$ cat config.mk
export PLATFORM = sky130hd
export DESIGN_NAME = fetch_unit
export DESIGN_NICKNAME = d
export VERILOG_FILES = /design/src/rtl/fetch_unit_pkg.sv /design/src/rtl/fetch_fifo.sv /design/src/rtl/fetch_unit.sv
export SDC_FILE = /design/constraint.sdc
export NUM_CORES = 1
export LEC_CHECK = 0
export CAP_MARGIN = 20
export CORE_MARGIN = 2
export CORE_UTILIZATION = 45
export DETAILED_ROUTE_END_ITERATION = 10
export PLACE_DENSITY = 0.7
export RECOVER_POWER = 25
export SLEW_MARGIN = 20
export SYNTH_ARGS = -nofsm -noshare
export SYNTH_HDL_FRONTEND = slang
export SYNTH_HIERARCHICAL = 1
export SYNTH_SLANG_ARGS = --single-unit
$ cat constraint.sdc
create_clock -name clk -period 6.6 [get_ports clk]
set_input_delay 1.65 -clock clk [delete_from_list [all_inputs] [get_ports clk]]
set_output_delay 1.65 -clock clk [all_outputs]
set_load 0.01 [all_outputs]
$ cat src/rtl/fetch_unit_pkg.sv
// Shared types and constants for the instruction-fetch stage.
// Holds the default prefetch depth, reset vector and the {pc, instr} entry layout.
package fetch_unit_pkg;

  localparam int unsigned FETCH_DEPTH  = 4;
  localparam logic [31:0] RESET_VECTOR = 32'h0000_0000;

  typedef struct packed {
    logic [31:0] pc;
    logic [31:0] instr;
  } fetch_entry_t;

  function automatic logic [31:0] word_align(input logic [31:0] addr);
    return {addr[31:2], 2'b00};
  endfunction

  // Modular 32-bit increment; the top word wraps to zero.
  function automatic logic [31:0] next_word(input logic [31:0] addr);
    return addr + 32'd4;
  endfunction

endpackage

$ cat src/rtl/fetch_fifo.sv
// Synchronous prefetch FIFO of {pc, instr} entries with single-cycle flush.
// The head entry is read straight from storage so the outputs carry no extra logic.
module fetch_fifo
  import fetch_unit_pkg::*;
#(
  parameter int unsigned DEPTH = FETCH_DEPTH
) (
  input  logic                     clk,
  input  logic                     rst_n,
  input  logic                     i_push,
  input  logic                     i_pop,
  input  logic                     i_flush,
  input  fetch_entry_t             i_wdata,
  output fetch_entry_t             o_rdata,
  output logic [$clog2(DEPTH):0]   o_count,
  output logic                     o_empty,
  output logic                     o_full
);

  localparam int unsigned PW = $clog2(DEPTH);
  localparam int unsigned CW = PW + 1;
  localparam logic [CW-1:0] DEPTH_C = CW'(DEPTH);

  fetch_entry_t  r_mem [DEPTH];
  logic [PW-1:0] r_wr_ptr;
  logic [PW-1:0] r_rd_ptr;
  logic [CW-1:0] r_count;
  logic [CW-1:0] w_count_nxt;
  logic          w_do_push;
  logic          w_do_pop;

  assign o_empty   = (r_count == {CW{1'b0}});
  assign o_full    = (r_count == DEPTH_C);
  assign o_count   = r_count;
  assign o_rdata   = r_mem[r_rd_ptr];
  // A push into a full FIFO is only legal when the head leaves in the same cycle.
  assign w_do_pop  = i_pop && !o_empty && !i_flush;
  assign w_do_push = i_push && (!o_full || w_do_pop) && !i_flush;

  // Next occupancy; flush dominates any push or pop.
  always_comb begin
    w_count_nxt = r_count;
    if (i_flush) begin
      w_count_nxt = {CW{1'b0}};
    end else if (w_do_push && !w_do_pop) begin
      w_count_nxt = r_count + CW'(1);
    end else if (w_do_pop && !w_do_push) begin
      w_count_nxt = r_count - CW'(1);
    end else begin
      w_count_nxt = r_count;
    end
  end

  // Pointer and count state.
  always_ff @(posedge clk or negedge rst_n) begin
    if (!rst_n) begin
      r_wr_ptr <= {PW{1'b0}};
      r_rd_ptr <= {PW{1'b0}};
      r_count  <= {CW{1'b0}};
    end else begin
      r_count <= w_count_nxt;
      if (i_flush) begin
        r_wr_ptr <= {PW{1'b0}};
        r_rd_ptr <= {PW{1'b0}};
      end else begin
        if (w_do_push) r_wr_ptr <= r_wr_ptr + PW'(1);
        if (w_do_pop)  r_rd_ptr <= r_rd_ptr + PW'(1);
      end
    end
  end

  // Entry storage, intentionally not reset.
  always_ff @(posedge clk) begin
    if (w_do_push) begin
      r_mem[r_wr_ptr] <= i_wdata;
    end
  end

endmodule

$ cat src/rtl/fetch_unit.sv
// Instruction-fetch stage: owns the fetch address, captures the combinational code word
// into the prefetch FIFO and arbitrates push, pop and redirect flush.
module fetch_unit
  import fetch_unit_pkg::*;
#(
  parameter int unsigned DEPTH    = FETCH_DEPTH,
  parameter logic [31:0] RESET_PC = RESET_VECTOR
) (
  input  logic                   clk,
  input  logic                   rst_n,
  input  logic                   fetch_en,
  input  logic                   redirect,
  input  logic [31:0]            redirect_pc,
  output logic [31:0]            code_addr,
  input  logic [31:0]            r_code,
  output logic                   instr_valid,
  input  logic                   instr_ready,
  output logic [31:0]            instr_data,
  output logic [31:0]            instr_pc,
  output logic [$clog2(DEPTH):0] fifo_count
);

  logic [31:0]  r_fetch_pc;
  logic [31:0]  w_fetch_pc_nxt;
  logic         w_push;
  logic         w_pop;
  logic         w_empty;
  logic         w_full;
  fetch_entry_t w_wr_entry;
  fetch_entry_t w_head;

  assign code_addr   = r_fetch_pc;
  assign instr_valid = !w_empty;
  assign instr_data  = w_head.instr;
  assign instr_pc    = w_head.pc;

  // Redirect discards both sides of the handshake in its cycle.
  assign w_pop      = !w_empty && instr_ready && !redirect;
  assign w_push     = fetch_en && !redirect && (!w_full || w_pop);
  assign w_wr_entry = '{pc: r_fetch_pc, instr: r_code};

  // Next fetch address: redirect target, sequential advance, or hold.
  always_comb begin
    w_fetch_pc_nxt = r_fetch_pc;
    if (redirect) begin
      w_fetch_pc_nxt = word_align(redirect_pc);
    end else if (w_push) begin
      w_fetch_pc_nxt = next_word(r_fetch_pc);
    end else begin
      w_fetch_pc_nxt = r_fetch_pc;
    end
  end

  // Fetch address register.
  always_ff @(posedge clk or negedge rst_n) begin
    if (!rst_n) begin
      r_fetch_pc <= word_align(RESET_PC);
    end else begin
      r_fetch_pc <= w_fetch_pc_nxt;
    end
  end

  fetch_fifo #(
    .DEPTH (DEPTH)
  ) u_fetch_fifo (
    .clk     (clk),
    .rst_n   (rst_n),
    .i_push  (w_push),
    .i_pop   (w_pop),
    .i_flush (redirect),
    .i_wdata (w_wr_entry),
    .o_rdata (w_head),
    .o_count (fifo_count),
    .o_empty (w_empty),
    .o_full  (w_full)
  );

endmodule

==> results.ini <==
[routing]
drt-initial-drc-count = 478
routed-via-count = 6408
wl_per_cell_um = 20.7
firstDrtPassIters = 5
antenna_left = 0
viasPerCell = 5.63
drc_errors = 0
routed_wirelength_um = 23600

[floorplanning]
die_y_um = 165
dieWidth_um = 165
start_util = 0.461
core_um2 = 25300
dieArea_um2 = 27200
row_count = 58
ios = 169

[sta]
fin_tns_setup_ns = 0
max_slew_margin = 0.309
max_freq_ghz = 0.214
worstMarginPinSlew_ns = 1.04
fin_crit_sh = 0.707
finalMaxSlewViolations = 0
post-route-min-period_ns = 4.66
setup_viol = 0
skew_ns = 0.00950
finalHoldViolCount = 0
rsz0062_at_grt = false

[worst_setup_path]
critPathKind = primary input to flop
start_kind = primary input
critPathLaunch = redirect
crit_fanout = 64
worstPathRequired_ns = 6.75
endpoint_kind = flop
cp-endpoint = u_fetch_fifo/r_mem[2][5]
crit-reg2reg-launch = u_fetch_fifo/o_count[0]
ff2ff_path_depth = 7
r2r_slack_ns = 2.88
r2r_end = u_fetch_fifo/r_mem[2][5]
crit_arrival_ns = 4.82

[logic_synthesis]
netlist_area_um2 = 11700
synth.ff_latch_count = 293
synth_cells = 605
synth_common_cells = edfxtp_1 (256), mux4_2 (64), dfrtp_1 (37), nor2_1 (26), nand2_1 (23)
yosysWarnings = 6
synthAdderAreaFrac = 0.00708
synth-xor-area-share = 0.00976
avgSynthCellArea_um2 = 19.3
synth_top_family_by_area = multiplexers
synthArstFlopShare = 0.126
synth_most_common_cell = edfxtp_1
synth_top_area_cell = edfxtp_1
yosysTopAreaCellShare = 0.659
synth_mux_area_frac = 0.128
ys_types = 53
synthSimpleGateAreaFrac = 0.0541
ys.flop_type = edfxtp_1
yosys-top-cells-area = edfxtp_1 (66%), mux4_2 (12%), dfrtp_1 (7.9%)
synth_compound_area_frac = 0.0440
synth_edf_count = 256
ys_seq_area_frac = 0.738

[power_and_ir_drop]
peakVddDrop_mv = 0.140
p_per_area_nw_per_um2 = 284
comb_power_share = 0.082
seqPwrFrac = 0.518
p_clk_frac = 0.400
power.internal_uw = 3240
cellLeakagePower_uw = 0.00470
power_switching_uw = 909
p_sw_frac = 0.219

[grt]
grt_overflow = 0
use_met2 = 0.290
grt-busiest-layer = met2
antenna_found_initial = 0
grt_pass1_wl_um = 36500
grt_pass1_vias = 6611
track_usage = 0.176
grt_max_degree = 66
met1_usage = 0.246
grt_util_met3 = 0.0309

[cts]
ctsResizeCount = 0
clock_path_buffers = 3
cts_hold_buf = 0
clockRootBuffer = clkbuf_16
post_cts_buffers = 0
numClockSinks = 293
clk_pin_slew_ns = 0.06
numCtsBuffers = 30
cts_tree = done
insertion_delay_ns = 0.54
htree_num_levels = 1

[place]
io_buffer_count = 164
hpwl_um = 14100
placed_area_um2 = 13600
gp_congestion = 0.840

[final_layout]
final_cell_area_um2 = 14600
areaGrowthSynthToFinish_pct = 25.4
nets = 860
drive_gt1_frac = 0.161
antenna_cells = 0
final_util = 0.578

[run_status]
status = finished clean

[min_path]
min_path_type = flop to flop
min_path_cells = 2

[run]
cap_violations = 0

==> placed cells by master (no fill, tap or decap), types with 4 or more instances in the layout <==
| master | instances |
|---|---|
| a211oi_1 | 5 |
| a31oi_1 | 16 |
| and2_4 | 4 |
| and4_1 | 7 |
| clkbuf_1 | 6 |
| clkbuf_16 | 31 |
| clkdlybuf4s50_1 | 149 |
| clkinv_2 | 4 |
| clkinv_4 | 4 |
| clkinvlp_4 | 4 |
| conb_1 | 10 |
| dfrtp_1 | 35 |
| dlygate4sd3_1 | 14 |
| edfxtp_1 | 256 |
| ha_1 | 5 |
| inv_1 | 12 |
| mux4_2 | 64 |
| nand2_1 | 23 |
| nand2b_1 | 5 |
| nand3_1 | 7 |
| nand4_1 | 7 |
| nor2_1 | 26 |
| o211ai_1 | 5 |
| o21ai_0 | 17 |
| o31ai_1 | 10 |
| or3_1 | 5 |
| or4_1 | 11 |
| xnor2_1 | 10 |
==> area by class of cell <==
class	instances	area, um^2
tap	330	413
sequential	293	8620
clock inverter	16	158
clock buffer	40	840
fill	1874	10700
inverter	12	45.0
timing repair buffer	167	1670
multi-input combinational	281	2880
==> critical path: stages <==
cell and delay, ns:
clkdlybuf4s50_1 0.39, buf_4 0.27, inv_1 0.71, and2_1 0.38, inv_1 0.13, a211oi_2 0.33
and2_4 0.91
==> per-stage QoR <==
stage          total power, uW  std cells  hold WS, ns  setup WS, ns
2_1_floorplan             2330        614        0.555          1.82
6_report                  4150       1139        0.615          1.94
3_3_place_gp              2520       1082        0.570          1.54
3_5_place_dp              2530       1083        0.607          1.39
4_1_cts                   4200       1139        0.614          1.95
5_1_grt                   4300       1139        0.680          1.70
==> state kept, by name, indices dropped and copies added, names as in the netlist <==
signal and cells:
u_fetch_fifo/r_rd_ptr 2, code_addr 30, u_fetch_fifo/r_wr_ptr 2, u_fetch_fifo/r_mem 256
u_fetch_fifo/o_count 3
==> logic make-up (layout without fill, tap and decap cells) <==
kind of cell	count (synthesis)	in the layout
simple gates	110	110
buf+inv	40	235
fa+ha+maj	6	6
mux	69	69
other cells	1	10
flops	293	293
xor+xnor	13	13
compound gates	73	73
==> layer usage <==
metal,routed length (um),vias up
met3,1530,39
met5,0,-
li1,-,2847
met4,478,0
met1,10300,3267
met2,11300,255
==> worst min-delay path by stage <==
stage | startpoint | to | slack (ns)
finish | u_fetch_fifo/r_wr_ptr[1] | u_fetch_fifo/r_wr_ptr[1] | 0.61
global route | u_fetch_fifo/r_wr_ptr[1] | u_fetch_fifo/r_wr_ptr[1] | 0.68
floorplan | u_fetch_fifo/r_wr_ptr[1] | u_fetch_fifo/r_wr_ptr[1] | 0.56
CTS | u_fetch_fifo/r_wr_ptr[1] | u_fetch_fifo/r_wr_ptr[1] | 0.61
global placement | u_fetch_fifo/r_wr_ptr[1] | u_fetch_fifo/r_wr_ptr[1] | 0.57
detailed placement | u_fetch_fifo/r_wr_ptr[1] | u_fetch_fifo/r_wr_ptr[1] | 0.61
==> power groups by stage <==
stage	clock (uW)	sequential [uW]	combinational [uW]
floorplan	0	2170	160
global placement	0	2190	331
detailed placement	0	2190	344
CTS	1710	2150	346
global route	1770	2160	369
finish	1660	2150	341
(Power assumes the default switching activity.)
